**src/rtl/chipselect_waitgen.sv**
```systemverilog
// Registered chip-select decoder and 68k bus-cycle sequencer (wait states, /DTACK, /BERR).
// Optional WAIT timeout to bus error is enabled by defining CS_BERR_TIMEOUT_EN.
module chipselect_waitgen #(
  parameter int ADDR_W      = 32,
  parameter int NUM_SELECTS = 8,
  parameter int WAIT_W      = 4,
  parameter int TIMEOUT     = 255
) (
  input  logic                          clk,
  input  logic                          rst_n,
  input  logic [ADDR_W-1:0]             addr,
  input  logic                          as_n,
  input  logic [NUM_SELECTS-1:0]        region_en,
  input  logic [NUM_SELECTS*WAIT_W-1:0] wait_cfg,
  input  logic                          ext_wait,
  output logic [NUM_SELECTS-1:0]        cs_n,
  output logic                          dtack_n,
  output logic                          berr_n,
  output logic                          busy
);

  // state  | meaning
  // IDLE   | no bus cycle, waiting for as_n low
  // WAIT   | chip select low, counting wait states / honouring ext_wait
  // ACK    | chip select and /DTACK low until as_n rises
  // BERR   | /BERR low until as_n rises
  typedef enum logic [1:0] {S_IDLE, S_WAIT, S_ACK, S_BERR} state_t;

  localparam int SEL_W = $clog2(NUM_SELECTS);

  if (TIMEOUT <= (1 << WAIT_W) - 1) begin : g_bad_timeout
    $error("TIMEOUT must exceed the largest programmable wait count");
  end

  state_t                  state_q, state_d;
  logic [SEL_W-1:0]        sel_q, sel_d;
  logic [WAIT_W-1:0]       cnt_q, cnt_d;
  logic [NUM_SELECTS-1:0]  cs_n_q, cs_n_d;
  logic                    dtack_n_q, dtack_n_d;
  logic                    berr_n_q, berr_n_d;
  logic                    busy_q, busy_d;
  logic                    timeout_hit;

  logic unused_addr;
  assign unused_addr = ^addr[ADDR_W-SEL_W-1:0];

`ifdef CS_BERR_TIMEOUT_EN
  localparam int TMO_W = $clog2(TIMEOUT + 1);
  logic [TMO_W-1:0] tmo_q, tmo_d;

  always_comb begin
    tmo_d = tmo_q;
    if (state_q != S_WAIT) tmo_d = '0;
    else                   tmo_d = tmo_q + 1'b1;
  end

  assign timeout_hit = (tmo_q == TMO_W'(TIMEOUT - 1));

  always_ff @(posedge clk or negedge rst_n) begin
    if (!rst_n) tmo_q <= '0;
    else        tmo_q <= tmo_d;
  end
`else
  assign timeout_hit = 1'b0;
`endif

  always_ff @(posedge clk or negedge rst_n) begin
    if (!rst_n) begin
      state_q   <= S_IDLE;
      sel_q     <= '0;
      cnt_q     <= '0;
      cs_n_q    <= '1;
      dtack_n_q <= 1'b1;
      berr_n_q  <= 1'b1;
      busy_q    <= 1'b0;
    end else begin
      state_q   <= state_d;
      sel_q     <= sel_d;
      cnt_q     <= cnt_d;
      cs_n_q    <= cs_n_d;
      dtack_n_q <= dtack_n_d;
      berr_n_q  <= berr_n_d;
      busy_q    <= busy_d;
    end
  end

  // Abort (as_n high) wins over timeout, which wins over wait counting.
  always_comb begin
    state_d = state_q;
    sel_d   = sel_q;
    cnt_d   = cnt_q;
    case (state_q)
      S_IDLE: begin
        if (!as_n) begin
          sel_d = addr[ADDR_W-1 -: SEL_W];
          if (region_en[sel_d]) begin
            state_d = S_WAIT;
            cnt_d   = wait_cfg[sel_d*WAIT_W +: WAIT_W];
          end else begin
            state_d = S_BERR;
          end
        end
      end
      S_WAIT: begin
        if (as_n)                state_d = S_IDLE;
        else if (timeout_hit)    state_d = S_BERR;
        else if (cnt_q != '0)    cnt_d   = cnt_q - 1'b1;
        else if (!ext_wait)      state_d = S_ACK;
      end
      S_ACK, S_BERR: begin
        if (as_n) state_d = S_IDLE;
      end
      default: state_d = S_IDLE;
    endcase
  end

  // Outputs are decoded from the next state so they change on the same edge as the state.
  always_comb begin
    cs_n_d    = '1;
    dtack_n_d = 1'b1;
    berr_n_d  = 1'b1;
    busy_d    = (state_d != S_IDLE);
    if (state_d == S_WAIT || state_d == S_ACK) cs_n_d[sel_d] = 1'b0;
    if (state_d == S_ACK)                      dtack_n_d     = 1'b0;
    if (state_d == S_BERR)                     berr_n_d      = 1'b0;
  end

  assign cs_n    = cs_n_q;
  assign dtack_n = dtack_n_q;
  assign berr_n  = berr_n_q;
  assign busy    = busy_q;

endmodule

```
**config.mk**
```make
export PLATFORM = sky130hd
export DESIGN_NAME = chipselect_waitgen
export DESIGN_NICKNAME = d
export VERILOG_FILES = /design/src/rtl/chipselect_waitgen.sv
export SDC_FILE = /design/constraint.sdc
export NUM_CORES = 1
export LEC_CHECK = 0
export ABC_AREA = 1
export BUFFER_PORTS_ARGS = -buffer_cell sky130_fd_sc_hd__buf_2
export CORE_ASPECT_RATIO = 0.7
export CORE_UTILIZATION = 45
export CTS_CLUSTER_DIAMETER = 60
export DETAILED_ROUTE_END_ITERATION = 7
export GPL_TIMING_DRIVEN = 0
export PLACE_DENSITY_LB_ADDON = 0.1
export SYNTH_ARGS = -nofsm -noshare
export SYNTH_HDL_FRONTEND = slang
export SYNTH_SLANG_ARGS = --single-unit
```
**constraint.sdc**
```tcl
create_clock -name clk -period 4 [get_ports clk]
set_clock_uncertainty 0.2 [all_clocks]
set_input_delay 0.8 -clock clk [delete_from_list [all_inputs] [get_ports clk]]
set_output_delay 0.8 -clock clk [all_outputs]
set_load 0.005 [all_outputs]
```
==> flow_metrics.tcl, run 1 <==
set metrics [dict create \
    area_growth_pct 28.92 \
    crit_path_max_incr_delay_ps 260 \
    synth_top_area_share 0.1972 \
    antenna_found_initial 0 \
    synth_edf_count 0 \
    grt_overflow 0 \
    critPathRequiredTime_ps 3980 \
    ant_nets 0 \
    yosysWarnings 0 \
    max_slew.worst_pin.slew_ps 430.4 \
    via_per_inst 4.597 \
    boundaryPins 87 \
    relSlewSlack 0.7106 \
    initial_core_util 0.4754 \
    syn_nets 277 \
    grt_pass1_vias 1210 \
    seq_area_frac_synth 0.3850 \
    insertion_delay_ps 250 \
    globalRoute.busiestLayer "met2" \
    slowest_stage "ha_1" \
    rsz0062_at_grt "no" \
    ys_seq_elements 20 \
    synth_top_area_cell "dfstp_2" \
    gp_congestion 0.8497 \
    drive_gt1_frac 0.3541 \
    power_density_nw_per_um2 412.8 \
    ys.flop_type "dfstp_2" \
    coreArea_um2 2803 \
    die_y_um 47.53 \
    finalCritPeriodShare 0.6077 \
    outcome "finished clean" \
    dp_cells 289 \
    total_power_mw 0.7091 \
    dpl.hpwl_mm 2.334 \
    hold_viol 0 \
    slew_viol_final 0 \
    rows 16 \
    fill_cells 308 \
    use_met1 0.2789 \
    cts.sink_count 20 \
    fin_crit_ps 2431 \
    leakagePower_nw 0.9542 \
    worst_hold_slack_ps 272.9 \
    ir_worst_vdd_uv 284.7 \
    cts_setup_buffers 0 \
    finalNetCount 339 \
    ys_top_cells_by_area "dfstp_2 (20%), dfrtp_1 (19%), nand2_1 (17%), nand3_1 (9.8%), inv_1 (7.3%)" \
    grt.total_usage 0.2057 \
    die_w_um 67.04 \
    drt_wl_total_mm 2.873 \
    synth.most_common_cell "nand2_1" \
    cts-resized-gates 0 \
    setup_viol 0 \
    synth_common_cells "nand2_1 (62), inv_1 (26), nand3_1 (26)" \
    startpoint_type "input pin" \
    clock-root-buffer "clkbuf_8" \
    cts_tree "done" \
    insertedDiodeCount 0 \
    endpoint_kind "flop" \
    cts.htree.levels 1 \
    path_max_fanout 10 \
    synth.avg_cell_area_um2 6.799 \
    fmaxAchievable_mhz 411.4 \
    grt_start_max_net_pins 21 \
    place_area_um2 1663 \
    met2_usage 0.3420 \
    clk_pin_slew_worst_paths_ps 70 \
    globalRouteMet3Util 0.06190 \
    crit_chain "buf_2 -> inv_1 -> buf_2 -> nand3_1 -> nand3_1 -> nand3_2 -> nand2_2 -> inv_2 -> nand2_1 -> nand2_2 -> ha_1 -> inv_1 -> nor2_1 -> nand2_1" \
    drc 0 \
    hp-class "in2async" \
    drv_cap 0 \
    die-area_um2 3186 \
    synth_cell_types 21 \
    syn_inst 196 \
    worstSetupPathType "in2reg" \
    drt_iter0_markers 38 \
    final_cells 293 \
    grt_pass1_wl_mm 4.940 \
    wire_per_inst_um 9.805 \
    setup_tns_ps 0 \
    async_flop_share 1.000 \
    netlist_area_um2 1333 \
    drt-pass1-iter-count 4 \
    clk_path_buf_depth 2 \
    dr_total_vias 1347 \
    cp_data_arrival_time_ps 2410 \
    final_area_um2 1718 \
    ctsHoldBuffers 0 \
    numPortBuffers 57 \
    cts_buffers 3 \
]
-- final cells by class --
| class | count | area (um2) | area share |
|---|---|---|---|
| repair buffers | 57 | 285.3 | 0.1661 |
| clock buffers | 4 | 55.05 | 0.03205 |
| multi-input cells | 138 | 660.6 | 0.3846 |
| plain buffers | 6 | 38.79 | 0.02258 |
| inverters | 32 | 120.1 | 0.06992 |
| flip-flops and latches | 20 | 513.0 | 0.2986 |
| well taps | 36 | 45.04 | 0.02622 |
-- path summary, 6_finish.rpt --
kind                                            from                   end  slack [ps]  depth (start not counted)
min in group clk                cnt_q[1]$_DFFE_PN0P_  cnt_q[1]$_DFFE_PN0P_         280                          2
worst max register to register  cnt_q[0]$_DFFE_PN0P_     cs_n[6]$_DFF_PN1_        1870                         10
max in group asynchronous                      rst_n     cs_n[3]$_DFF_PN1_        3000                          1
worst max-delay path                        addr[30]     cs_n[6]$_DFF_PN1_        1570                         14
worst min-delay path                           rst_n  state_q[0]$_DFF_PN0_         270                          1
worst min register to register  cnt_q[1]$_DFFE_PN0P_  cnt_q[1]$_DFFE_PN0P_         280                          2
-- worst max-delay path, delay by kind of cell --
family / cells / cell delay [ps]
fa+ha+maj: 1 / 260
buf+inv: 5 / 460
simple gates: 8 / 870
-- per-layer routing --
| layer | routed length [um] | up-vias | share of wire |
|---|---|---|---|
| met3 | 136 | 0 | 0.047 |
| li1 | - | 728 | - |
| met4 | 0 | 0 | 0 |
| met2 | 1212 | 28 | 0.42 |
| met5 | 0 | - | 0 |
| met1 | 1524 | 591 | 0.53 |
-- through the flow --
step	utilization	setup WS [ps]
5_1_grt	0.6129	1404
3_5_place_dp	0.5933	1348
2_1_floorplan	-	1666
4_1_cts	0.6129	1580
6_report	0.6129	1569
3_3_place_gp	0.5933	1356
-- cells by family (layout without fill, tap and decap cells) --
logic type               count (synthesis)  count (layout)  synth area share
AO/OA/AOI/OAI                           17              17           0.06573
adder cells (fa/ha/maj)                  5               5           0.04695
buffers and inverters                   38              99            0.1192
flip-flops                              20              20            0.3850
AND/OR/NAND/NOR                        116             116            0.3831
-- registers in the layout (all words and copies together), names as in the netlist --
register,flops
busy,1
berr_n,1
dtack_n,1
state_q,2
cs_n,8
cnt_q,4
sel_q,3
-- power by group --
part	switching (mW)	internal (mW)	total [mW]	leakage, nW
sequential	0.0230	0.263	0.286	0.224
clock	0.0634	0.0875	0.151	0.0288
combinational	0.167	0.105	0.272	0.701
total	0.253	0.456	0.709	0.954
-- cells in the final DEF (no fill, tap or decap), drive strengths merged --
| cell type | netlist | routed |
|---|---|---|
| o21ai | 12 | 12 |
| a21oi | 4 | 4 |
| nand3 | 29 | 29 |
| dfstp | 10 | 10 |
| ha | 5 | 5 |
| nand3b | 1 | 1 |
| nand2 | 65 | 65 |
| clkbuf | 0 | 4 |
| o31ai | 1 | 1 |
| dfrtp | 10 | 10 |
| nor2 | 20 | 20 |
| inv | 32 | 32 |
| or2 | 1 | 1 |
| buf | 6 | 63 |
Power figures use the tool's default switching activity.
==> run 2, diff against run 1 <==
- CORE_UTILIZATION: 45 -> 38
- clock period: 4 -> 2.1 ns (I/O delays scaled with it)
==> run 2 against run 1 <==
  * Worst hold slack better by 7.7 ps
  * Design area is 3.6% higher
  * Register-to-register slack got worse by 1700 ps
  * Combinational power is 100% higher
  * Count of clock-buffer cells in the layout shrank 1
  * Clock power rose to 2.5 times the previous value
  * Die area grew 18%
==> flow_metrics.tcl, run 2 (synthesis gave the netlist of run 1 again) <==
set metrics [dict create \
    dpl.hpwl_mm 2.407 \
    coreArea_um2 3254 \
    rows 17 \
    slew_viol_final 0 \
    gp_congestion 0.7804 \
    leakagePower_nw 0.9671 \
    regArea_um2 513.0 \
    cts.htree.levels 1 \
    finalNetCount 340 \
    cp_data_arrival_time_ps 1940 \
    antenna_found_initial 0 \
    drv_cap 0 \
    place_area_um2 1677 \
    largest_register_ffs 8 \
    setup_slack_ps 153.8 \
    hold_viol 0 \
    clk_path_buf_depth 2 \
    fill_cells 340 \
    critPathRequiredTime_ps 2090 \
    clock-root-buffer "clkbuf_8" \
    grt_pass1_wl_mm 5.168 \
    outcome "finished clean" \
    final_cells 305 \
    grt_overflow 0 \
    grt_pass1_vias 1261 \
    grt.total_usage 0.1810 \
    startpoint_type "input pin" \
    drt_iter0_markers 45 \
    endpoint_kind "flop" \
    hp-class "in2reg" \
    slowest_stage "ha_1" \
    cts.sink_count 20 \
    initial_core_util 0.4095 \
    insertedDiodeCount 0 \
    fmaxAchievable_mhz 513.8 \
    dp_cells 300 \
    numPortBuffers 57 \
    setup_tns_ps 0 \
    dr_total_vias 1349 \
    ant_nets 0 \
    drt-pass1-iter-count 4 \
    boundaryPins 87 \
    drive_gt1_frac 0.3682 \
    insertion_delay_ps 260 \
    area_growth_pct 33.52 \
    multi_input_area_um2 681.9 \
    relSlewSlack 0.7123 \
    final_cell_mix "nand2_1 (62), buf_2 (61), inv_1 (26), nand3_1 (26), nor2_1 (15)" \
    cts_setup_buffers 0 \
    setup_viol 0 \
    clk_pin_slew_worst_paths_ps 80 \
    grt_start_max_net_pins 21 \
    cts_tree "done" \
    cts_buffers 3 \
    ir_worst_vdd_uv 438.8 \
    fin_crit_ps 1946 \
    total_power_mw 1.471 \
    power_density_nw_per_um2 826.9 \
    crit_chain "buf_2 -> inv_1 -> buf_2 -> nand3_1 -> nand3_1 -> nand3_2 -> nand2_2 -> inv_2 -> nand2_1 -> nand2_2 -> ha_1 -> inv_1 -> nor2_2 -> nand2_1" \
    path_max_fanout 10 \
    wire_per_inst_um 9.911 \
    final_area_um2 1779 \
    rsz0062_at_grt "no" \
    die-area_um2 3751 \
    pre_cts_slack_ps -198.4 \
    finalCritPeriodShare 0.9268 \
    die_y_um 51.55 \
    drc 0 \
    die_w_um 72.78 \
    via_per_inst 4.423 \
    drt_wl_total_mm 3.023 \
    layout_commonest_cell "nand2_1" \
    max_slew.worst_pin.slew_ps 431.6 \
    crit_path_max_incr_delay_ps 270 \
    worstSetupPathType "in2reg" \
]
[run 2: changes by cell type in the layout (fill, tap and decap cells not counted)]
cell	before	now
bufinv_16	0	1
clkbuf_8	4	3
dlygate4sd3_1	0	1
nor2_1	18	15
nor2_2	1	4
o31ai_1	1	0
o31ai_4	0	1
[run 2: worst paths after layout]
kind	end	from	slack (ps)	cells after the start
setup reg to reg	cs_n[5]$_DFF_PN1_	cnt_q[0]$_DFFE_PN0P_	170	10
max in group asynchronous	dtack_n$_DFF_PN1_	rst_n	940	2
min in group asynchronous	sel_q[1]$_DFF_PN0_	rst_n	430	2
hold / removal	state_q[0]$_DFF_PN0_	ext_wait	280	3
hold reg to reg	cnt_q[1]$_DFFE_PN0P_	cnt_q[1]$_DFFE_PN0P_	290	2
setup / recovery	cs_n[5]$_DFF_PN1_	addr[30]	150	14
[run 2: cell type report]
cell class | count | area share
Timing Repair Buffer | 58 | 0.1660
Clock buffer | 3 | 0.02321
Tap cell | 47 | 0.03305
Clock inverter | 1 | 0.01688
Multi-Input combinational cell | 138 | 0.3833
Inverter | 32 | 0.06751
Sequential cell | 20 | 0.2883
Buffer | 6 | 0.02180
[run 2: routing by layer]
| layer | GRT usage | vias up | wire (um) |
|---|---|---|---|
| met3 | 0.05233 | 4 | 147 |
| li1 | - | 729 | - |
| met4 | 0.03595 | 0 | 18 |
| met2 | 0.2913 | 28 | 1277 |
| met5 | 0 | - | 0 |
| met1 | 0.2442 | 588 | 1580 |
[run 2: timing repair]
item | CTS | global route
endpoints found under the hold margin | 10 | 0
setup endpoints to repair | 8 | 8
hold buffers | 1 | 0
resized for setup | 1 | 4
[run 2: power breakdown]
part	leakage [nW]	switching, mW	internal, mW
Combinational	0.707	0.336	0.208
Clock	0.0357	0.127	0.254
Sequential	0.224	0.0449	0.501
[run 2: critical path, delay by kind of cell]
kind | cells | cell delay [ps]
adders and majority gates | 1 | 270
and+or+nand+nor | 8 | 770
buffers and inverters | 5 | 460
[run 2: through the flow]
stage               hold WS, ps    util
floorplan                -75.59       -
global placement          183.0  0.5152
detailed placement        184.1  0.5152
CTS                       257.8  0.5417
global route              307.8  0.5467
finish                    280.5  0.5467
==> run 3, diff against run 2 <==
- CORE_UTILIZATION: 38 -> 42
- clock period: 2.1 -> 2.2 ns (I/O delays scaled with it)
==> run 3 against run 2 <==
  * Count of clock-buffer cells in the layout is 1 higher
  * Via count shrank 1.6%
  * Clock power is 37% lower
  * Flip-flop and latch count did not move
  * Setup slack improved by 40 ps
  * Power is 12% lower
  * First-iteration DRC count increased by 8.9%
  * Critical endpoint is now cs_n[0]$_DFF_PN1_
  * Largest cell class unchanged
  * Largest power group is now combinational cells
==> flow_metrics.tcl, run 3 (synthesis gave the netlist of run 1 again) <==
set metrics [dict create \
    final_util 0.6009 \
    via_per_inst 4.514 \
    hold_viol 0 \
    crit_chain "buf_2 -> inv_1 -> buf_2 -> nand3_1 -> nand3_1 -> nand3_2 -> nand2_2 -> inv_2 -> nand2_1 -> nand2_2 -> ha_1 -> inv_1 -> nor2_2 -> nand2_1" \
    grt_pass1_wl_mm 5.237 \
    dr_total_vias 1327 \
    die_y_um 49.13 \
    grt_start_max_net_pins 21 \
    cts.sink_count 20 \
    power_density_nw_per_um2 740.7 \
    antenna_found_initial 0 \
    numPortBuffers 57 \
    pre_cts_slack_ps -112.2 \
    clk_path_buf_depth 2 \
    coreArea_um2 2903 \
    grt.total_usage 0.1911 \
    drt-pass1-iter-count 4 \
    max_slew.worst_pin.slew_ps 418.1 \
    rows 16 \
    layout_commonest_cell "nand2_1" \
    initial_core_util 0.4591 \
    boundaryPins 87 \
    fill_cells 287 \
    die-area_um2 3406 \
    insertedDiodeCount 0 \
    critPathRequiredTime_ps 2180 \
    path_max_fanout 10 \
    setup_slack_ps 193.4 \
    worstSetupPathType "in2reg" \
    endpoint_kind "flop" \
    clk_pin_slew_worst_paths_ps 70 \
    startpoint_type "input pin" \
    grt_overflow 0 \
    largest_register_ffs 8 \
    drv_cap 0 \
    finalCritPeriodShare 0.9121 \
    cp_num_buf_inv 5 \
    worst_hold_slack_ps 285.9 \
    wire_per_inst_um 10.06 \
    fmaxAchievable_mhz 498.4 \
    ir_worst_vdd_uv 381.9 \
    clock-root-buffer "clkbuf_8" \
    fin_crit_ps 2007 \
    slew_viol_final 0 \
    ant_nets 0 \
    hp-class "reg2reg" \
    relSlewSlack 0.7212 \
    path_delay_family "simple AND/OR/NAND/NOR gates" \
    drt_wl_total_mm 2.959 \
    slowest_stage "ha_1" \
    drive_gt1_frac 0.3643 \
    crit_path_max_incr_delay_ps 260 \
    cts_buffers 3 \
    area_growth_pct 30.89 \
    final_cells 294 \
    cp_data_arrival_time_ps 1990 \
    die_w_um 69.33 \
    cts_tree "done" \
    regArea_um2 513.0 \
    gp_congestion 0.8388 \
    outcome "finished clean" \
    setup_viol 0 \
    final_cell_mix "nand2_1 (62), buf_2 (61), inv_1 (26), nand3_1 (26), nor2_1 (15)" \
    drc 0 \
    insertion_delay_ps 250 \
    leakagePower_nw 0.9550 \
    rsz0062_at_grt "no" \
    multi_input_area_um2 686.9 \
    cts.htree.levels 1 \
    dp_cells 289 \
    finalNetCount 340 \
    grt_pass1_vias 1280 \
    drt_iter0_markers 49 \
    rrSetupSlack_ps 230 \
    dpl.hpwl_mm 2.352 \
]
-- run 3: cell types whose count changed in the layout (fill, tap and decap cells not counted) --
cell / before / now
bufinv_16: 1 / 0
clkbuf_1: 0 / 1
nor2_2: 4 / 3
nor2_4: 1 / 2
-- run 3: what timing repair did --
item,in CTS,in global routing
setup buffers,0,0
setup endpoints to repair,8,8
endpoints found under the hold margin,10,0
hold buffers,1,0
resized for setup,1,5
-- run 3: cell type report --
cell class	count	area share
inverters	32	0.06887
repair buffers	58	0.1693
multi-input cells	138	0.3938
plain buffers	6	0.02224
well taps	36	0.02583
flip-flops and latches	20	0.2941
clock buffers	4	0.02583
-- run 3: final timing paths --
kind	from	endpoint	cells after the start
max reg2reg	cnt_q[0]$_DFFE_PN0P_	cs_n[0]$_DFF_PN1_	10
min in group asynchronous	rst_n	cnt_q[2]$_DFFE_PN0P_	2
max in group asynchronous	rst_n	cs_n[1]$_DFF_PN1_	2
min	cnt_q[1]$_DFFE_PN0P_	cnt_q[1]$_DFFE_PN0P_	2
max	addr[30]	cs_n[0]$_DFF_PN1_	14
min reg2reg	cnt_q[1]$_DFFE_PN0P_	cnt_q[1]$_DFFE_PN0P_	2
-- run 3: routing by layer --
metal | track usage | part of all wire
met5 | 0 | 0
met4 | 0.02041 | 0.0034
met3 | 0.05579 | 0.044
met2 | 0.3172 | 0.42
met1 | 0.2562 | 0.53
-- run 3: per-stage QoR --
stage / power [mW] / setup TNS, ps / area (um2)
2_1_floorplan: 0.8663 / 0 / 1333
3_5_place_dp: 1.021 / -811.5 / 1663
3_3_place_gp: 1.016 / -756.4 / 1663
4_1_cts: 1.276 / 0 / 1723
5_1_grt: 1.410 / 0 / 1744
6_report: 1.292 / 0 / 1744
-- run 3: tightest hold or removal path, delay by kind of cell, from the launching register on --
kind / cells / cell delay, ps
flops: 1 / 350
simple gates: 2 / 110
-- run 3: report_power, final --
part	leakage [nW]	switching (mW)	internal [mW]
clock	0.0228	0.113	0.129
combinational	0.708	0.327	0.202
sequential	0.224	0.0431	0.478
total	0.955	0.483	0.809
